File: src/rtl/etherneco_synctimer_slave_parser.sv
// EtherNeco sync-timer slave parser: forwards the ring byte stream with 1-cycle latency, extracts the master time
// and stamps the local receive time into this node's slot. Optional macro ETHERNECO_SYNCTIMER_SLAVE_DELAY_COMP_EN.
module etherneco_synctimer_slave_parser #(
  parameter int unsigned            TIMER_WIDTH   = 64,
  parameter int unsigned            SLOT_BYTES    = 4,
  parameter int unsigned            NODE_ID_WIDTH = 8,
  parameter logic [TIMER_WIDTH-1:0] TIME_OFFSET   = '0,
  parameter logic [7:0]             CMD_SYNC      = 8'h01,
  parameter int unsigned            CNT_WIDTH     = 16
) (
  input  logic                     clk,
  input  logic                     reset,
  input  logic                     enable,
  input  logic [NODE_ID_WIDTH-1:0] node_id,
  input  logic [TIMER_WIDTH-1:0]   current_time,
  input  logic                     s_last,
  input  logic [7:0]               s_data,
  input  logic                     s_valid,
  output logic                     m_last,
  output logic [7:0]               m_data,
  output logic                     m_valid,
  output logic                     correct_override,
  output logic [TIMER_WIDTH-1:0]   correct_time,
  output logic                     correct_valid,
  output logic                     frame_error,
  output logic [CNT_WIDTH-1:0]     sync_count
);

  localparam int unsigned TB = TIMER_WIDTH / 8;
  localparam int unsigned SW = ((NODE_ID_WIDTH + 4 > CNT_WIDTH) ? NODE_ID_WIDTH + 4 : CNT_WIDTH) + 1;

  typedef enum logic [1:0] {S_IDLE, S_TIME, S_BODY, S_DROP} state_e;

  state_e                   state_q, state_d;
  logic [CNT_WIDTH-1:0]     byte_cnt_q, byte_cnt_d;
  logic [TIMER_WIDTH-1:0]   time_q, time_d;
  logic [TIMER_WIDTH-1:0]   rx_time_q, rx_time_d;
  logic                     ovr_q, ovr_d;
  logic [NODE_ID_WIDTH-1:0] node_q, node_d;
  logic                     m_last_q, m_last_d;
  logic [7:0]               m_data_q, m_data_d;
  logic                     m_valid_q, m_valid_d;
  logic                     cor_ovr_q, cor_ovr_d;
  logic [TIMER_WIDTH-1:0]   cor_time_q, cor_time_d;
  logic                     cor_valid_q, cor_valid_d;
  logic                     ferr_q, ferr_d;
  logic [CNT_WIDTH-1:0]     sync_cnt_q, sync_cnt_d;

  logic                     is_sync_c;
  logic                     done_c;
  logic [TIMER_WIDTH-1:0]   shift_c;
  logic [TIMER_WIDTH-1:0]   master_c;
  logic [SW-1:0]            pos_c, slot_start_c, off_c;
  logic                     in_slot_c;
  logic [7:0]               slot_byte_c;

`ifdef ETHERNECO_SYNCTIMER_SLAVE_DELAY_COMP_EN
  localparam int unsigned NUMERATOR   = 10;
  localparam int unsigned DENOMINATOR = 3;
  localparam int unsigned PW          = CNT_WIDTH + 32;

  logic [CNT_WIDTH-1:0]   lat_q, lat_d;
  logic [CNT_WIDTH-1:0]   latc_q, latc_d;
  logic                   pend_q, pend_d;
  logic                   pend_ovr_q, pend_ovr_d;
  logic [TIMER_WIDTH-1:0] sum_q, sum_d;
  logic [PW-1:0]          prod_c;
  logic [TIMER_WIDTH-1:0] comp_c;
`endif

  // Frame decode helpers: sync match, time shift-in and slot window
  always_comb begin
    is_sync_c    = enable && (s_data[6:0] == CMD_SYNC[6:0]);
    shift_c      = (time_q >> 8) | (TIMER_WIDTH'(s_data) << (TIMER_WIDTH - 8));
    master_c     = (state_q == S_TIME) ? shift_c : time_q;
    pos_c        = SW'(byte_cnt_q);
    slot_start_c = SW'(1 + TB) + SW'(node_q) * SW'(SLOT_BYTES);
    off_c        = pos_c - slot_start_c;
    in_slot_c    = (byte_cnt_q != '1) && (pos_c >= slot_start_c) &&
                   (pos_c < slot_start_c + SW'(SLOT_BYTES));
    slot_byte_c  = 8'(rx_time_q >> {off_c, 3'b000});
  end

  // Next-state, forwarding and correction logic
  always_comb begin
    state_d     = state_q;
    byte_cnt_d  = byte_cnt_q;
    time_d      = time_q;
    rx_time_d   = rx_time_q;
    ovr_d       = ovr_q;
    node_d      = node_q;
    m_valid_d   = s_valid;
    m_last_d    = s_last;
    m_data_d    = s_data;
    cor_valid_d = 1'b0;
    cor_time_d  = cor_time_q;
    cor_ovr_d   = cor_ovr_q;
    ferr_d      = 1'b0;
    sync_cnt_d  = sync_cnt_q;
    done_c      = 1'b0;
`ifdef ETHERNECO_SYNCTIMER_SLAVE_DELAY_COMP_EN
    lat_d       = lat_q;
    latc_d      = latc_q;
    pend_d      = 1'b0;
    pend_ovr_d  = pend_ovr_q;
    sum_d       = sum_q;
    if (state_q != S_IDLE && lat_q != '1) lat_d = lat_q + CNT_WIDTH'(1);
`endif

    if (s_valid) begin
      if (s_last)                 byte_cnt_d = '0;
      else if (byte_cnt_q != '1) byte_cnt_d = byte_cnt_q + CNT_WIDTH'(1);

      unique case (state_q)
        S_IDLE: begin
          if (is_sync_c) begin
            rx_time_d = current_time;
            ovr_d     = s_data[7];
            node_d    = node_id;
            time_d    = '0;
`ifdef ETHERNECO_SYNCTIMER_SLAVE_DELAY_COMP_EN
            lat_d     = CNT_WIDTH'(1);
`endif
            if (s_last) ferr_d  = 1'b1;
            else        state_d = S_TIME;
          end else if (!s_last) begin
            state_d = S_DROP;
          end
        end
        S_TIME: begin
          time_d = shift_c;
          if (byte_cnt_q == CNT_WIDTH'(TB)) begin
            // A frame ending right after the time field still carries a full master time
            if (s_last) begin
              done_c  = 1'b1;
              state_d = S_IDLE;
            end else begin
              state_d = S_BODY;
            end
          end else if (s_last) begin
            ferr_d  = 1'b1;
            state_d = S_IDLE;
          end
        end
        S_BODY: begin
          if (in_slot_c) m_data_d = slot_byte_c;
          if (s_last) begin
            done_c  = 1'b1;
            state_d = S_IDLE;
          end
        end
        default: begin
          if (s_last) state_d = S_IDLE;
        end
      endcase
    end

`ifdef ETHERNECO_SYNCTIMER_SLAVE_DELAY_COMP_EN
    // Stage 1 captures the sum and latency; stage 2 adds the scaled latency
    if (done_c) begin
      pend_d     = 1'b1;
      pend_ovr_d = ovr_q;
      sum_d      = master_c + TIME_OFFSET;
      latc_d     = lat_q;
    end
    if (pend_q) begin
      cor_valid_d = 1'b1;
      cor_time_d  = sum_q + comp_c;
      cor_ovr_d   = pend_ovr_q;
      sync_cnt_d  = sync_cnt_q + CNT_WIDTH'(1);
    end
`else
    if (done_c) begin
      cor_valid_d = 1'b1;
      cor_time_d  = master_c + TIME_OFFSET;
      cor_ovr_d   = ovr_q;
      sync_cnt_d  = sync_cnt_q + CNT_WIDTH'(1);
    end
`endif
  end

`ifdef ETHERNECO_SYNCTIMER_SLAVE_DELAY_COMP_EN
  always_comb begin
    prod_c = PW'(latc_q) * PW'(NUMERATOR);
    comp_c = TIMER_WIDTH'(prod_c / PW'(DENOMINATOR));
  end

  always_ff @(posedge clk or negedge reset) begin
    if (!reset) begin
      lat_q      <= '0;
      latc_q     <= '0;
      pend_q     <= 1'b0;
      pend_ovr_q <= 1'b0;
      sum_q      <= '0;
    end else begin
      lat_q      <= lat_d;
      latc_q     <= latc_d;
      pend_q     <= pend_d;
      pend_ovr_q <= pend_ovr_d;
      sum_q      <= sum_d;
    end
  end
`endif

  always_ff @(posedge clk or negedge reset) begin
    if (!reset) begin
      state_q     <= S_IDLE;
      byte_cnt_q  <= '0;
      time_q      <= '0;
      rx_time_q   <= '0;
      ovr_q       <= 1'b0;
      node_q      <= '0;
      m_last_q    <= 1'b0;
      m_data_q    <= '0;
      m_valid_q   <= 1'b0;
      cor_ovr_q   <= 1'b0;
      cor_time_q  <= '0;
      cor_valid_q <= 1'b0;
      ferr_q      <= 1'b0;
      sync_cnt_q  <= '0;
    end else begin
      state_q     <= state_d;
      byte_cnt_q  <= byte_cnt_d;
      time_q      <= time_d;
      rx_time_q   <= rx_time_d;
      ovr_q       <= ovr_d;
      node_q      <= node_d;
      m_last_q    <= m_last_d;
      m_data_q    <= m_data_d;
      m_valid_q   <= m_valid_d;
      cor_ovr_q   <= cor_ovr_d;
      cor_time_q  <= cor_time_d;
      cor_valid_q <= cor_valid_d;
      ferr_q      <= ferr_d;
      sync_cnt_q  <= sync_cnt_d;
    end
  end

  assign m_last           = m_last_q;
  assign m_data           = m_data_q;
  assign m_valid          = m_valid_q;
  assign correct_override = cor_ovr_q;
  assign correct_time     = cor_time_q;
  assign correct_valid    = cor_valid_q;
  assign frame_error      = ferr_q;
  assign sync_count       = sync_cnt_q;

endmodule

File: config.mk
export PLATFORM = sky130hd
export DESIGN_NAME = etherneco_synctimer_slave_parser
export DESIGN_NICKNAME = d
export VERILOG_FILES = /design/src/rtl/etherneco_synctimer_slave_parser.sv
export SDC_FILE = /design/constraint.sdc
export NUM_CORES = 1
export LEC_CHECK = 0
export ABC_AREA = 1
export CAP_MARGIN = 20
export CORE_ASPECT_RATIO = 1.2
export CORE_MARGIN = 8
export CORE_UTILIZATION = 55
export DETAILED_ROUTE_END_ITERATION = 12
export GPL_TIMING_DRIVEN = 0
export HOLD_SLACK_MARGIN = 0.08
export PLACE_DENSITY = 0.81
export SLEW_MARGIN = 0
export SYNTH_ARGS = -nofsm -noshare
export SYNTH_HDL_FRONTEND = slang
export SYNTH_SLANG_ARGS = --single-unit
File: constraint.sdc
create_clock -name clk -period 3.46 [get_ports clk]
set_clock_uncertainty 0.1 [all_clocks]
set_input_delay 0.865 -clock clk [delete_from_list [all_inputs] [get_ports clk]]
set_output_delay 0.865 -clock clk [all_outputs]
set_load 0.01 [all_outputs]
# [Word level (Yosys, flattened, before mapping)]
# Cells that the tools add are included.
[totals] ff_bits=248 elab_cells=64
[classes] n_addsub=5 magnitude_cmp=2 eq_ne=7 shifts=1 muxes=24 bitwise_logic=1 reduce_logical=10
[op_table] cell="64-bit two-way mux" n=2
[op_table] cell="64-bit case mux with 2 select lines" n=1
[op_table] cell="56-bit by 64-bit OR with 64-bit output" n=1
[op_table] cell="64-bit by 20-bit right shift with 8-bit output" n=1
[op_table] cell="16-bit by 1-bit adder with 16-bit output (second input constant)" n=2
[op_table] cell="16-bit two-way mux" n=2
[op_table] cell="8-bit two-way mux" n=3
[op_table] cell="16-bit by 11-bit subtractor with 17-bit output" n=1
[op_table] cell="16-bit by 4-bit equality test with 1-bit output (second input constant)" n=1
[op_table] cell="16-bit by 11-bit >= comparator with 1-bit output" n=1
[op_table] cell="16-bit by 12-bit less-than comparator with 1-bit output" n=1
[op_table] cell="16-bit != test (second input constant)" n=1
[op_table] cell="11-bit by 3-bit adder with 12-bit output (second input constant)" n=1
[op_table] cell="2-bit two-way mux" n=6
[op_table] cell="4-bit by 10-bit adder with 11-bit output (first input constant)" n=1
[op_table] cell="7-bit by 1-bit equality test with 1-bit output (second input constant)" n=1
[op_table] cell="1-bit two-way mux" n=7
[op_table] cell="3-bit AND reduction" n=2
[op_table] cell="2-bit != test (second input constant)" n=2
[op_table] cell="1-bit case mux with 2 select lines" n=2
[op_table] cell="2-bit case mux with 2 select lines" n=1
[op_table] cell="2-bit AND reduction" n=2
[op_table] cell="2-bit nonzero test" n=2
[op_table] cell="1-bit logical AND" n=3
[op_table] cell="3 further kinds" n=3

# [Longest topological paths before layout]
[depth] ltp_word=7 mapped_depth=20 ltp_nobuf=20

# [Least setup slack after synthesis]
# No wires, ideal clock.
[synth_path] path_type="register to register" startpoint="register node_q[1]" endpoint="register m_data_q[5], in the netlist m_data[5]" arrival_time_ns=2.694 required_time_ns=3.295 path_slack_ns=0.601 stages_incl_launch_ff=18 n_path_buf=1 synth_period_minus_slack_ns=2.859 cell_sequence="dfrtp_1 -> ha_1 -> xnor2_1 -> nor3b_1 -> nand2_1 -> nor2_1 -> nand3_1 -> nand2_1 -> inv_1 -> ha_1 -> nand2_1 -> nor2_1 -> nor4_1 -> nand4_2 -> buf_6 -> nor2_1 -> nand2_1 -> nand2_1"
[synth_via] elab_chain_cells=7 elab_cells_between_ends=11
[synth_lines] item="from (decl)" line="39" text="logic [NODE_ID_WIDTH-1:0] node_q, node_d;"
[synth_lines] item="from (signal assigned)" line="227" text="node_q <= node_d;"
[synth_lines] item="4-bit by 10-bit adder with 11-bit output (*)" line="77" text="slot_start_c = SW'(1 + TB) + SW'(node_q) * SW'(SLOT_BYTES);"
[synth_lines] item="11-bit by 3-bit adder with 12-bit output / 16-bit by 11-bit >= comparator with 1-bit output (equally long branches)" line="80, 79"
[synth_lines] item="16-bit by 12-bit less-than comparator with 1-bit output / 1-bit logical AND (equally long branches)" line="80, 79"
[synth_lines] item="1-bit logical AND" line="79" text="in_slot_c = (byte_cnt_q != '1) && (pos_c >= slot_start_c) &&"
[synth_lines] item="8-bit two-way mux (*)" line="146" text="if (in_slot_c) m_data_d = slot_byte_c;"
[synth_lines] item="8-bit two-way mux (*)" line="114" text="unique case (state_q)"
[synth_lines] item="8-bit two-way mux (*)" line="110" text="if (s_valid) begin"
[synth_lines] item="net m_data_d[5]" line="41" text="logic [7:0] m_data_q, m_data_d;"
[synth_lines] item="to (signal assigned)" line="229" text="m_data_q <= m_data_d;"
[synth_lines] item="to (decl)" line="41"
# Mark *: on every way through the listed nets, which the timed path passes. The rest lies on a longest branch.
# A chain may end at the register's enable or synchronous reset.

# [Final worst setup path]
[layout_path] startpoint="register node_q[1]" endpoint="register m_data_q[3], in the netlist m_data[3]"
# The elaborated chain is that of the path after synthesis.

==> results.md <==
* RR Startpoint: node_q[1]$_DFFE_PN0P_
* R2r endpoint: m_data[3]$_DFF_PN0_
* Worst-path maximum fanout at 5
* Post-route ant nets at 0
* Setup slack after layout at 0.238 ns
* Via density at 5.75
* # setup viols final at 0
* Critical path type: reg -> reg
* Hold path depth at 2
* PD cells at 733 nW/um^2
* Vias in the first global route at 10600
* Most frequent CP cell: nand2_1
* Post-Synthesis Cells at 1327
* Max Cap Viol at 0
* R2R depth at 16
* CP endpoint kind: flop
* Most frequent cell after synthesis: nand2_1
* Status: complete, no violations
* #FFs+latches synth at 248
* Pre-CTS setup slack at -0.0145 ns
* CP max-delay cell: dfrtp_1
* Final WL at 33200 um
* Placed Area at 14100 um^2
* Async set-reset flop share out of synthesis at 1.00
* GRT overflow at 0
* Hold path start: correct_override$_DFFE_PN0P_
* First-pass GRT wire length at 54200 um
* Synthesis Warnings at 0
* CTS tree: yes
* Distinct cell type count after synthesis at 44
* Worst-Skew Late Latency at 0.54 ns
* Seq/Total Area, Yosys at 0.519
* Mapped Nets at 1440
* Pre-antenna DRT Iters at 5
* Root Driver: clkbuf_16
* Worst vdd ir at 0.571 mV
* Startpoint Class: flop
* Worst-path clk slew at 0.06 ns
* FMAX at 310 MHz
* Initial core utilization at 0.555
* Hold Path Sink: correct_override$_DFFE_PN0P_
* Final hold vios at 0
* Post-route cell area at 15000 um^2
* Worst-path cell chain: ha_1, nand2_1, nor2_1, nand2_1, xor2_1, inv_1, xor2_1, ha_1, a21oi_1, nor2_1, nor4_2, nand4_2, buf_4, nor2_1, nand2_1, nand2_1
* CP required at 3.83 ns
* Least-Margin Pin Slew at 0.631 ns
* H-tree Lvls at 1
* Worst Path Arrival at 3.60 ns
* Layout Utilization at 0.698
* Number of cell rows at 59
* Synth top cells by count: nand2_1, dfrtp_1, nor2_1
* Synth top area cells: dfrtp_1, nand2_1, nor2_1
* Die height at 178 um
* Initial antenna violation count at 0
* Final period util at 0.931
* Die ar. at 26800 um^2
* Post-route minimum period at 3.22 ns
* Final nets at 1648
* Primary FF master, synth: dfrtp_1
* EDFF count, synth at 0
* Core area at 21600 um^2
* IO Port Bufs at 177
* Starting DRT DRC Count at 798
* Reg2reg setup slack at 0.24 ns
* Top cell type's share of synthesized area at 0.519
* WL/cell at 18.1 um
* DP HPWL at 23900 um
* Die width at 151 um
* Sink Count at 248
* Syn_area_per_cell at 9.02 um^2
* HP Class: reg -> reg
* # IOs at 178
* Clk buf depth at 3
* Worst path max stage delay at 0.46 ns
* Leak at 7.07 nW
* Residual DRC at 0
* Worst path bufs/invs at 2
* Cts bufs inserted at 26
* Instance count on the critical path at 16
* Max_slew headroom at 0.579
* Final Power at 11.0 mW
* Area Growth Syn to Fin at 25.7%
* Pins Over Slew Limit at 0
* Layout cells sized above 1 at 0.120
* GRT Util Overall at 0.250
* Mapped cell area at 12000 um^2
* Area leader, netlist: dfrtp_1
* RePlAce Congestion at 0.905
* Via count at 10500
* Largest net degree at the start of global routing at 125
* Cell family with most CP delay: simple AND/OR/NAND/NOR gates
* Ant diodes at 0
* RSZ-0062 raised after global routing: no
* Hold Slack at 0.381 ns
==> sequential cells by signal, indices dropped and copies added (netlist names) <==
signal	flops
sync_count	16
correct_override	1
frame_error	1
node_q	8
m_data	8
m_valid	1
time_q	64
correct_valid	1
rx_time_q	64
ovr_q	1
correct_time	64
state_q	2
m_last	1
byte_cnt_q	16
==> power by group <==
| group | internal [mW] | leakage, nW | total (mW) | switching [mW] |
|---|---|---|---|---|
| Sequential | 3.77 | 3.11 | 4.41 | 0.638 |
| Combinational | 1.71 | 3.54 | 3.80 | 2.09 |
| Clock | 1.63 | 0.421 | 2.82 | 1.19 |
==> how the worst max path moves through the flow <==
stage	slack, ns	from	to
detailed placement	-0.01	node_q[1]$_DFFE_PN0P_	m_data[6]$_DFF_PN0_
global placement	-8.95	reset	correct_time[20]$_DFFE_PN0P_
floorplan	0.60	node_q[1]$_DFFE_PN0P_	m_data[5]$_DFF_PN0_
finish	0.24	node_q[1]$_DFFE_PN0P_	m_data[3]$_DFF_PN0_
CTS	0.04	byte_cnt_q[0]$_DFFE_PN0P_	m_data[4]$_DFF_PN0_
global route	0.006	node_q[1]$_DFFE_PN0P_	m_data[2]$_DFF_PN0_
==> cell usage in the layout, fill, tap and decap left out, types with 2 or more instances in the layout <==
master / n
nand2_1: 275
a21oi_1: 79
clkdlybuf4s50_1: 176
buf_6: 2
buf_16: 2
o22ai_1: 2
o211ai_1: 2
nand4_1: 13
nand3_2: 7
inv_1: 74
buf_4: 13
o221ai_1: 16
nor3_1: 15
clkbuf_16: 26
bufinv_16: 2
clkbuf_8: 4
buf_2: 27
nand3_1: 39
xor2_1: 20
xnor2_1: 10
clkinv_2: 8
o31ai_1: 3
dfrtp_1: 248
clkbuf_1: 25
clkinvlp_4: 4
ha_1: 28
nor2_2: 2
nor2_1: 221
a31oi_1: 65
nor4_1: 3
mux2_2: 73
o21ai_0: 45
nor3_2: 2
==> stage by stage <==
step | std cells | setup TNS [ns]
finish | 1829 | 0
global route | 1829 | 0
CTS | 1829 | 0
detailed placement | 1780 | -0.0145
global placement | 1778 | -2214.69
floorplan | 1327 | 0
==> layer usage <==
| layer | vias up | global-route usage | share of wire |
|---|---|---|---|
| met3 | 81 | 0.0457 | 0.081 |
| met4 | 0 | 0.0942 | 0.034 |
| li1 | 4852 | - | - |
| met5 | - | 0 | 0 |
| met2 | 466 | 0.414 | 0.48 |
| met1 | 5113 | 0.320 | 0.41 |
==> tightest hold or removal path, stage by stage (launching register included) <==
cell and delay, ns:
dfrtp_1 0.34, nand2_1 0.06, nand2_1 0.05
==> logic make-up after synthesis <==
logic type,after synthesis,synth area share
and+or+nand+nor,584,0.200
DFF,248,0.519
AOI/OAI and AO/OA,221,0.108
buffers and inverters,141,0.0522
muxes,73,0.0687
xor gates and xnor gates,31,0.0227
adders and majority gates,28,0.0293
other,1,0.000313
==> repair_timing <==
item                                    CTS  global route
endpoints found under the hold margin    10             0
pin swaps                                 0             1
buffers inserted                          0             1
endpoints found under the setup margin    2            79
hold buffers                              1             0
gates resized for setup                   1             5
==> final cells by class <==
cell class                 count  area (um^2)
buffer                        63          332
sequential                   248         6210
timing repair buffer         181         1850
clock buffer                  34          721
inverter                      77          294
clock inverter                14          143
tap                          274          343
fill                        1672         6510
multi-input combinational    938         5150
No activity file was read; power rests on OpenSTA's default activity.
